## src/rtl/led_counter_defs.vh

```
// Shared geometry/timing constants for the LED counter sprite block.
// Included inside led_counter_sprite_pkg; guarded against double inclusion.
// SPRITE_W/H: sprite size, ROM_AW: ROM address width, RGB_W: pixel width, LATENCY: x/y to pixel.
`ifndef LED_COUNTER_DEFS_VH
`define LED_COUNTER_DEFS_VH
localparam int SPRITE_W = 32;
localparam int SPRITE_H = 32;
localparam int ROM_AW   = 10;
localparam int RGB_W    = 16;
localparam int LATENCY  = 3;
`endif

```

## src/rtl/led_counter_sprite_pkg.sv

```systemverilog
// Types and helpers shared by the LED counter sprite compositor.
// Latency: n/a (declarations only).
// Backpressure: n/a.
package led_counter_sprite_pkg;
`include "led_counter_defs.vh"

   // Per-pixel side information carried alongside the ROM read.
   typedef struct packed {
      logic de;     // pixel is in the visible area
      logic inbox;  // pixel falls inside some LED sprite box
      logic sel;    // 1 = use the "on" sprite, 0 = the "off" sprite
   } pipe_t;

   // Left edge of LED i as a 16-bit coordinate, wide enough to never wrap.
   function automatic logic [15:0] led_left(input int i, input int x0, input int pitch);
      return 16'(x0 + i * pitch);
   endfunction
endpackage

```

## src/rtl/led_tick_counter.sv

```systemverilog
// Frame-tick divider driving an N-bit binary counter, plus a tear-free snapshot for display.
// Latency: count/shown update on the clock edge that samples frame_tick.
// Backpressure: none; run=0 freezes divider and counter.
module led_tick_counter
   import led_counter_sprite_pkg::*;
#(
   parameter int N_LEDS = 8,
   parameter int DIV    = 30
)(
   input  logic              i_clk,
   input  logic              i_reset,
   input  logic              i_frame_tick,
   input  logic              i_run,
   output logic [N_LEDS-1:0] o_count,
   output logic [N_LEDS-1:0] o_shown
);
   localparam int DIV_W = (DIV > 1) ? $clog2(DIV) : 1;
   localparam logic [DIV_W-1:0] DIV_LAST = DIV_W'(DIV - 1);

   logic [DIV_W-1:0]  r_div;
   logic [DIV_W-1:0]  w_div_nxt;
   logic [N_LEDS-1:0] r_count;
   logic [N_LEDS-1:0] w_count_nxt;
   logic [N_LEDS-1:0] r_shown;

   // Next divider/counter value: only a frame tick with run=1 moves anything.
   always_comb begin
      w_div_nxt   = r_div;
      w_count_nxt = r_count;
      if (i_frame_tick && i_run) begin
         if (r_div == DIV_LAST) begin
            w_div_nxt   = '0;
            w_count_nxt = r_count + N_LEDS'(1);
         end else begin
            w_div_nxt = r_div + DIV_W'(1);
         end
      end
   end

   // State update; shown takes the post-update count so the display never lags a frame.
   always_ff @(posedge i_clk) begin
      if (i_reset) begin
         r_div   <= '0;
         r_count <= '0;
         r_shown <= '0;
      end else begin
         r_div   <= w_div_nxt;
         r_count <= w_count_nxt;
         if (i_frame_tick) begin
            r_shown <= w_count_nxt;
         end
      end
   end

   assign o_count = r_count;
   assign o_shown = r_shown;
endmodule

```

## src/rtl/led_counter_sprite.sv

```systemverilog
// Renders an N-bit frame counter as a row of 32x32 LED sprites read from external on/off ROMs.
// Latency: 3 clk from x/y/de to pixel_out/hit/pixel_valid, one pixel per clock.
// Backpressure: none (no stall). LED_SPRITE_TRANSPARENCY_EN makes ROM value 0000 transparent.
module led_counter_sprite
   import led_counter_sprite_pkg::*;
#(
   parameter int          N_LEDS   = 8,
   parameter int          X0       = 64,
   parameter int          Y0       = 200,
   parameter int          PITCH    = 40,
   parameter int          DIV      = 30,
   parameter logic [15:0] BG_COLOR = 16'h0000
)(
   input  logic              i_clk,
   input  logic              i_reset,
   input  logic [9:0]        i_x,
   input  logic [9:0]        i_y,
   input  logic              i_de,
   input  logic              i_frame_tick,
   input  logic              i_run,
   output logic [ROM_AW-1:0] o_rom_ad,
   output logic              o_rom_ce,
   output logic              o_rom_oce,
   input  logic [RGB_W-1:0]  i_rom_on_dout,
   input  logic [RGB_W-1:0]  i_rom_off_dout,
   output logic [N_LEDS-1:0] o_count,
   output logic [RGB_W-1:0]  o_pixel_out,
   output logic              o_pixel_valid,
   output logic              o_hit
);
   localparam logic [15:0] Y_TOP = 16'(Y0);
   localparam logic [15:0] Y_BOT = 16'(Y0 + SPRITE_H - 1);

   logic [N_LEDS-1:0] w_shown;
   logic [15:0]       w_x16;
   logic [15:0]       w_y16;
   logic              w_in_row;
   logic              w_in_col;
   logic [4:0]        w_row;
   logic [4:0]        w_col;
   logic              w_sel;
   logic              w_inbox;
   logic [ROM_AW-1:0] r_rom_ad;
   logic              r_rom_ce;
   pipe_t             r_s1;
   pipe_t             r_s2;
   logic [RGB_W-1:0]  w_px;
   logic              w_opaque;
   logic              w_hit_nxt;
   logic [RGB_W-1:0]  r_pixel_out;
   logic              r_pixel_valid;
   logic              r_hit;

   led_tick_counter #(
      .N_LEDS (N_LEDS),
      .DIV    (DIV)
   ) u_tick (
      .i_clk        (i_clk),
      .i_reset      (i_reset),
      .i_frame_tick (i_frame_tick),
      .i_run        (i_run),
      .o_count      (o_count),
      .o_shown      (w_shown)
   );

   assign w_x16    = {6'd0, i_x};
   assign w_y16    = {6'd0, i_y};
   assign w_in_row = (w_y16 >= Y_TOP) && (w_y16 <= Y_BOT);
   assign w_row    = 5'(w_y16 - Y_TOP);

   // Column decode: one window comparator per LED, no divider; windows never overlap.
   always_comb begin
      w_in_col = 1'b0;
      w_col    = '0;
      w_sel    = 1'b0;
      for (int i = 0; i < N_LEDS; i++) begin
         if ((w_x16 >= led_left(i, X0, PITCH)) &&
             (w_x16 <= led_left(i, X0, PITCH) + 16'(SPRITE_W - 1))) begin
            w_in_col = 1'b1;
            w_col    = 5'(w_x16 - led_left(i, X0, PITCH));
            w_sel    = w_shown[N_LEDS-1-i];
         end
      end
   end

   assign w_inbox = i_de && w_in_row && w_in_col;

   // Stage 1: ROM address/enable; address holds outside the boxes to avoid needless toggling.
   always_ff @(posedge i_clk) begin
      if (i_reset) begin
         r_rom_ad <= '0;
         r_rom_ce <= 1'b0;
         r_s1     <= '0;
      end else begin
         r_rom_ce <= w_inbox;
         if (w_inbox) begin
            r_rom_ad <= {w_row, w_col};
         end
         r_s1 <= '{de: i_de, inbox: w_inbox, sel: w_sel};
      end
   end

   // Stage 2: side info waits one clock while the ROM registers its data.
   always_ff @(posedge i_clk) begin
      if (i_reset) begin
         r_s2 <= '0;
      end else begin
         r_s2 <= r_s1;
      end
   end

   assign w_px = r_s2.sel ? i_rom_on_dout : i_rom_off_dout;

`ifdef LED_SPRITE_TRANSPARENCY_EN
   assign w_opaque = (w_px != '0);
`else
   assign w_opaque = 1'b1;
`endif

   assign w_hit_nxt = r_s2.inbox && w_opaque;

   // Stage 3: output mux; anything that is not sprite content shows the background.
   always_ff @(posedge i_clk) begin
      if (i_reset) begin
         r_pixel_out   <= BG_COLOR;
         r_pixel_valid <= 1'b0;
         r_hit         <= 1'b0;
      end else begin
         r_pixel_out   <= w_hit_nxt ? w_px : BG_COLOR;
         r_pixel_valid <= r_s2.de;
         r_hit         <= w_hit_nxt;
      end
   end

   assign o_rom_ad      = r_rom_ad;
   assign o_rom_ce      = r_rom_ce;
   assign o_rom_oce     = 1'b1;
   assign o_pixel_out   = r_pixel_out;
   assign o_pixel_valid = r_pixel_valid;
   assign o_hit         = r_hit;
endmodule

```

## config.mk

```make
export PLATFORM = sky130hd
export DESIGN_NAME = led_counter_sprite
export DESIGN_NICKNAME = d
export VERILOG_FILES = /design/src/rtl/led_counter_sprite_pkg.sv /design/src/rtl/led_tick_counter.sv /design/src/rtl/led_counter_sprite.sv
export VERILOG_INCLUDE_DIRS = /design/src /design/src/rtl
export SDC_FILE = /design/constraint.sdc
export NUM_CORES = 1
export LEC_CHECK = 0
export BUFFER_PORTS_ARGS = -buffer_cell sky130_fd_sc_hd__buf_2
export CAP_MARGIN = 30
export CORE_MARGIN = 4
export CORE_UTILIZATION = 54
export CTS_BUF_LIST = sky130_fd_sc_hd__clkbuf_16
export DETAILED_ROUTE_END_ITERATION = 16
export HOLD_SLACK_MARGIN = 0.15
export PLACE_DENSITY = 0.85
export SLEW_MARGIN = 20
export SYNTH_ARGS = -nofsm -noshare
export SYNTH_HDL_FRONTEND = slang
export SYNTH_SLANG_ARGS = --single-unit
```

## constraint.sdc

```tcl
create_clock -name i_clk -period 3.4 [get_ports i_clk]
set_input_delay 0.17 -clock i_clk [delete_from_list [all_inputs] [get_ports i_clk]]
set_output_delay 0.17 -clock i_clk [all_outputs]
set_load 0.05 [all_outputs]
```

After elaboration in Yosys (flattened, before gate mapping) --
Index checks and enable logic that the tools add are counted.
Storage, ports and cells: input port bits 57, word-level logic and storage cells 85, flip-flop bits (word level) 55, output and inout bits 38
Cells by class: equal/unequal tests 1, muxes and demuxes 28, bitwise operators 1, magnitude comparators 18, reduce and logical (&&, ||, !) cells 13, add/subtract/negate cells 11
Operator list (number):
- 10-bit by 8-bit less-or-equal comparator with 1-bit output, second input constant | 5
- 5-bit two-way mux | 9
- 10-bit by 8-bit >= comparator with 1-bit output, second input constant | 4
- 10-bit by 9-bit >= comparator with 1-bit output, second input constant | 3
- 10-bit by 9-bit less-or-equal comparator with 1-bit output, second input constant | 3
- 10-bit by 7-bit >= comparator with 1-bit output, second input constant | 2
- 5-bit subtractor, second input constant | 4
- 1-bit two-way mux | 16
- 16-bit two-way mux | 1
- 8-bit two-way mux | 2
- 5-bit by 4-bit subtractor with 5-bit output, second input constant | 3
- 1-bit logical AND | 12
- 10-bit by 7-bit less-or-equal comparator with 1-bit output, second input constant | 1
- 5-bit by 1-bit subtractor with 5-bit output, second input constant | 2
- 8-bit by 1-bit adder with 8-bit output, second input constant | 1
- 5-bit by 1-bit adder with 5-bit output, second input constant | 1
- 5-bit equality test, second input constant | 1
- 2-bit OR reduction | 1
- 1-bit NOT | 1

Longest topological paths before layout --
word-level depth 11, mapped depth 10, depth with buffers taken out 7

By module --
A second synthesis with hierarchy kept.
Second synthesis, totals: cell total of the unflattened synthesis 296, area, all modules 2735.1 um^2
Modules (own cells, without submodules):
- led_counter_sprite | area each 1853.0 um^2, cells an instance 203, seq. area each 680.7 um^2, times used 1
- led_tick_counter | area each 882.1 um^2, cells an instance 93, seq. area each 420.4 um^2, times used 1

Worst setup path before layout --
Ideal clock, no wire load.
kind input port to flip-flop, from input port i_x[4], to register r_rom_ad[8], in the netlist o_rom_ad[8], data required time 3.314 ns, buffers on the path 3, data arrival time 2.082 ns, setup slack 1.232 ns, cell stages on the path 10, library setup time 0.086 ns, cell sequence clkbuf_1 clkbuf_1 inv_1 ha_1 nor4b_1 o211ai_1 a41o_1 buf_2 and4b_1 a211oi_1
Between the ends: longest elaborated chain between the ends 11, elaborated cells on any way between the ends 33, classes of those cells order compare (16); mux (8); reduce/logical (9)
RTL lines:
- start, declared | line led_counter_sprite.sv:16 | input logic [9:0] i_x,
- 10-bit by 7-bit >= comparator with 1-bit output or 10-bit by 7-bit less-or-equal comparator with 1-bit output (tied branches) | line led_counter_sprite.sv:77, led_counter_sprite.sv:78
- 1-bit logical AND | line led_counter_sprite.sv:77 | if ((w_x16 >= led_left(i, X0, PITCH)) &&
- 1-bit two-way mux (7 in a row) | line led_counter_sprite.sv:77
- 1-bit two-way mux (*) | line led_counter_sprite.sv:77
- 1-bit logical AND (*) | line led_counter_sprite.sv:86 | assign w_inbox = i_de && w_in_row && w_in_col;
- end signal, assigned | line led_counter_sprite.sv:97 | r_rom_ad <= {w_row, w_col};
- end, declared | line led_counter_sprite.sv:43 | logic [ROM_AW-1:0] r_rom_ad;
Mark *: on every way between the ends. The rest lies on a longest branch, timed or not. A chain may end at the register's enable or synchronous reset.

Worst setup path in the final report --
from input port i_y[3], to register r_rom_ad[4], in the netlist o_rom_ad[4]
Between the ends: longest elaborated chain between the ends 4, elaborated cells on any way between the ends 5, classes of those cells order compare (2); reduce/logical (3)
RTL lines:
- start, declared | line led_counter_sprite.sv:17 | input logic [9:0] i_y,
- 10-bit by 8-bit >= comparator with 1-bit output or 10-bit by 8-bit less-or-equal comparator with 1-bit output (tied branches) | line led_counter_sprite.sv:68 | assign w_in_row = (w_y16 >= Y_TOP) && (w_y16 <= Y_BOT);
- 1-bit logical AND (*) | line led_counter_sprite.sv:68
- 1-bit logical AND (*) (2 in a row) | line led_counter_sprite.sv:86
Marked as above.

==> run_summary.xml <==
<?xml version="1.0" encoding="UTF-8"?>
<metrics>
  <group name="run_status">
    <metric name="outcome" unit="">finished clean</metric>
  </group>
  <group name="clocking">
    <metric name="ctsHtreeMaxLevel" unit="">2</metric>
    <metric name="clock_latency_reported_for_the_late_side_of_the_worst_skew_pair" unit="ps">300</metric>
    <metric name="clk_pin_slew_worst_paths" unit="ps">70</metric>
    <metric name="cts_tree" unit="">done</metric>
    <metric name="cts_inserted_buffers" unit="">5</metric>
    <metric name="cts_hold_buf" unit="">29</metric>
    <metric name="max-clock-path-buffers" unit="">2</metric>
    <metric name="cts_setup_buffers" unit="">0</metric>
    <metric name="ctsRootBufferMaster" unit="">sky130_fd_sc_hd__clkbuf_16</metric>
    <metric name="cts-resized-gates" unit="">0</metric>
    <metric name="cts.sink_count" unit="">55</metric>
  </group>
  <group name="worst_setup_path">
    <metric name="critical_path.max_fanout" unit="">11</metric>
    <metric name="setup.worst_path.start_class" unit="">primary input</metric>
    <metric name="critPathArrivalTime" unit="ps">3250</metric>
    <metric name="wp_data_required" unit="ps">3600</metric>
    <metric name="regToRegStartpoint" unit="">r_s2[0]</metric>
    <metric name="worstReg2RegEnd" unit="">o_pixel_out[15]</metric>
    <metric name="regToRegSetupSlack" unit="ps">1520</metric>
    <metric name="r2r_cells" unit="">4</metric>
    <metric name="end_kind" unit="">register</metric>
    <metric name="critPathKind" unit="">in2reg</metric>
  </group>
  <group name="layout">
    <metric name="postLayoutCellArea" unit="sq um">3686</metric>
    <metric name="multiInputGateArea" unit="sq um">1528</metric>
    <metric name="sequential_cell_area" unit="sq um">1101</metric>
    <metric name="final_layout_size_suffix_gt1_frac" unit="">0.2554</metric>
    <metric name="finalCoreUtilization" unit="">0.7603</metric>
    <metric name="num-nets-final" unit="">481</metric>
    <metric name="final.fill_count" unit="">311</metric>
    <metric name="flow.area_growth_from_synthesis" unit="%">33.24</metric>
  </group>
  <group name="routing">
    <metric name="dr.pass1.iters" unit="">5</metric>
    <metric name="drcViolationCount" unit="">0</metric>
    <metric name="total_via_count_after_detailed_routing" unit="">2922</metric>
    <metric name="detail_route.iter0.violations" unit="">416</metric>
    <metric name="final_wirelength" unit="mm">8.929</metric>
    <metric name="via_cell_ratio" unit="">6.000</metric>
    <metric name="routedWlPerCell" unit="microns">18.33</metric>
    <metric name="detail-route-antenna-nets" unit="">0</metric>
  </group>
  <group name="global_route">
    <metric name="globalRouteTotalUtil" unit="">0.2698</metric>
    <metric name="first_pass_grt_wire_length" unit="mm">13.43</metric>
    <metric name="grt_use_met1" unit="">0.3104</metric>
    <metric name="grt.met3_usage" unit="">0.06095</metric>
    <metric name="globalRouteMet2Util" unit="">0.4725</metric>
    <metric name="grt-ovfl-total" unit="">0</metric>
    <metric name="via_count_of_the_first_global_routing_pass" unit="">2794</metric>
    <metric name="grt_max_degree" unit="">36</metric>
    <metric name="initial_antenna_violation_count" unit="">0</metric>
    <metric name="globalRoute.busiestLayer" unit="">met2</metric>
  </group>
  <group name="min_path">
    <metric name="whs_path_depth" unit="">3</metric>
    <metric name="min_delay_startpoint" unit="">i_rom_on_dout[7]</metric>
    <metric name="holdPathEnd" unit="">o_pixel_out[7]</metric>
    <metric name="worst_hold_path_type" unit="">in2reg</metric>
  </group>
  <group name="sta">
    <metric name="setup-tns-final" unit="ps">0</metric>
    <metric name="rsz0062_at_grt" unit="">no</metric>
    <metric name="timing.clock.skew" unit="ps">9.174</metric>
    <metric name="fmax" unit="GHz">0.3283</metric>
    <metric name="fin_worst_hold_slack" unit="ps">145.8</metric>
    <metric name="timing_hold_violations_final" unit="">0</metric>
    <metric name="final_min_period_over_clock_period" unit="">0.8959</metric>
    <metric name="finalMaxSlewViolations" unit="">0</metric>
    <metric name="finalCriticalPeriod" unit="ps">3046</metric>
    <metric name="setup-violations-final" unit="">0</metric>
    <metric name="worst-slew-pin-transition" unit="ps">990.0</metric>
    <metric name="maxSlewHeadroom" unit="">0.3383</metric>
  </group>
  <group name="yosys">
    <metric name="gate_count_after_technology_mapping" unit="">310</metric>
    <metric name="synth_edf_count" unit="">0</metric>
    <metric name="synthesis.area_per_instance" unit="sq um">8.924</metric>
    <metric name="synth_area" unit="sq um">2766</metric>
    <metric name="yosysWarnings" unit="">0</metric>
    <metric name="ys_dominant_reg_cell" unit="">sky130_fd_sc_hd__dfxtp_1</metric>
    <metric name="synth.net_count" unit="">373</metric>
    <metric name="most_area_consuming_cells_after_synthesis" unit="">sky130_fd_sc_hd__dfxtp_1 (40%), sky130_fd_sc_hd__mux2i_1 (6.5%), sky130_fd_sc_hd__nor2_1 (6.2%)</metric>
    <metric name="yosysSeqAreaShare" unit="">0.3980</metric>
    <metric name="post_synth_top_area_share" unit="">0.3980</metric>
    <metric name="synthesized_flop_and_latch_total" unit="">55</metric>
    <metric name="synthDominantAreaCellType" unit="">sky130_fd_sc_hd__dfxtp_1</metric>
    <metric name="synth.lib_cells_used.distinct" unit="">57</metric>
    <metric name="postSynth.asyncResetShare" unit="">0</metric>
  </group>
  <group name="floorplanning">
    <metric name="die-height" unit="microns">79.58</metric>
    <metric name="die_w" unit="microns">79.58</metric>
    <metric name="area_of_the_die" unit="sq um">6332</metric>
    <metric name="initial_utilization" unit="">0.5706</metric>
    <metric name="placeableCoreArea" unit="sq um">4848</metric>
    <metric name="row_count" unit="">25</metric>
    <metric name="ios" unit="">95</metric>
  </group>
  <group name="place">
    <metric name="globalplace.congestion" unit="">0.9355</metric>
    <metric name="placement.io_buffers" unit="">93</metric>
    <metric name="dpl.hpwl" unit="mm">5.131</metric>
    <metric name="placement.cell_area" unit="sq um">3212</metric>
  </group>
  <group name="power">
    <metric name="p_leak" unit="nW">1.551</metric>
    <metric name="total_power_per_unit_cell_area" unit="nW/um^2">369.1</metric>
    <metric name="vdd_ir_drop_max" unit="mV">0.2773</metric>
    <metric name="post-layout-total-power" unit="mW">1.361</metric>
  </group>
  <group name="flow_run">
    <metric name="max_cap_violations" unit="">0</metric>
  </group>
</metrics>
[metrics by stage]
| step | instances | setup slack [ps] |
|---|---|---|
| after detailed placement | 446 | 1026 |
| after CTS | 483 | 794.8 |
| final | 487 | 354.0 |
| after global placement | 446 | 1128 |
| after floorplan | 310 | 1232 |
| after global routing | 486 | 184.5 |
[worst max path at each step]
| stage | from | endpoint | slack (ps) | cells after the start |
|---|---|---|---|---|
| after floorplan | i_x[4] | o_rom_ad[8] | 1230 | 10 |
| after global placement | i_x[4] | o_rom_ad[4] | 1130 | 8 |
| after detailed placement | i_x[4] | o_rom_ad[4] | 1030 | 8 |
| after CTS | i_y[3] | o_rom_ad[4] | 790 | 7 |
| after global routing | i_y[3] | o_rom_ad[4] | 180 | 7 |
| final | i_y[3] | o_rom_ad[4] | 350 | 7 |
[routing by layer]
layer | wire length, microns | vias up
met5 | 0 | -
met4 | 443 | 0
met3 | 692 | 47
met2 | 4471 | 192
met1 | 3322 | 1337
li1 | - | 1346
[cell type report]
cell class | instances | share of cell area
Clock inverter | 3 | 0.006789
Sequential cell | 55 | 0.2987
Inverter | 9 | 0.009165
Tap cell | 67 | 0.02274
Multi-Input combinational cell | 222 | 0.4145
Clock buffer | 5 | 0.03394
Timing Repair Buffer | 125 | 0.2135
Antenna cell | 1 | 0.0006789
[cells by family after synthesis]
group,synth area share
AO/OA/AOI/OAI,0.1782
other,0.001356
flip-flops,0.3980
buffers and inverters,0.04975
AND/OR/NAND/NOR,0.2361
multiplexers,0.06513
XOR/XNOR,0.04432
adder cells (fa/ha/maj),0.02714
[placed cells by master, fill, tap and decap left out, drive strengths merged, types with 4 or more instances in the layout]
master,n
nand2b,4
xnor2,9
nor2b,6
xor2,5
o311ai,7
nand2,12
dfxtp,55
nand4,14
a211oi,10
dlygate4sd3,31
buf,94
o21ai,7
a31oi,5
a21oi,10
ha,6
clkbuf,5
nor2,46
mux2i,18
nor4b,5
o211ai,10
inv,9
[flip-flops by register name, summed over array words and instances, names as in the netlist]
signal          flops
u_tick.o_count      8
o_pixel_out        16
u_tick.r_div        5
o_pixel_valid       1
o_rom_ad           10
o_hit               1
r_s2                2
w_hit_nxt           1
u_tick.o_shown      8
r_s1                3
[Yosys cell counts, drive strengths merged, types with 4 or more instances]
master  number
nor2b        6
xor2         5
buf          5
nand2       12
inv          9
o211ai      10
dfxtp       55
a31oi        5
ha           6
nand4       14
o21ai        7
xnor2        9
a21oi       10
mux2i       18
nor2        46
nand2b       4
o311ai       7
a211oi      10
nor4b        5
clkbuf      19
[critical path, stage by stage]
cell and delay, ps:
sky130_fd_sc_hd__dlygate4sd3_1 540, sky130_fd_sc_hd__buf_2 150, sky130_fd_sc_hd__o21ai_0 300, sky130_fd_sc_hd__nor4b_2 860, sky130_fd_sc_hd__o211ai_1 610, sky130_fd_sc_hd__and4b_1 390, sky130_fd_sc_hd__a311oi_1 220
[report_power, final]
part           leakage (nW)  internal [mW]  total, mW  switching [mW]
Clock                0.0700          0.276      0.516           0.240
Combinational          1.04         0.0857      0.184          0.0981
Sequential            0.445          0.654      0.661         0.00760
Note: power is estimated with default switching activity, not from simulation.
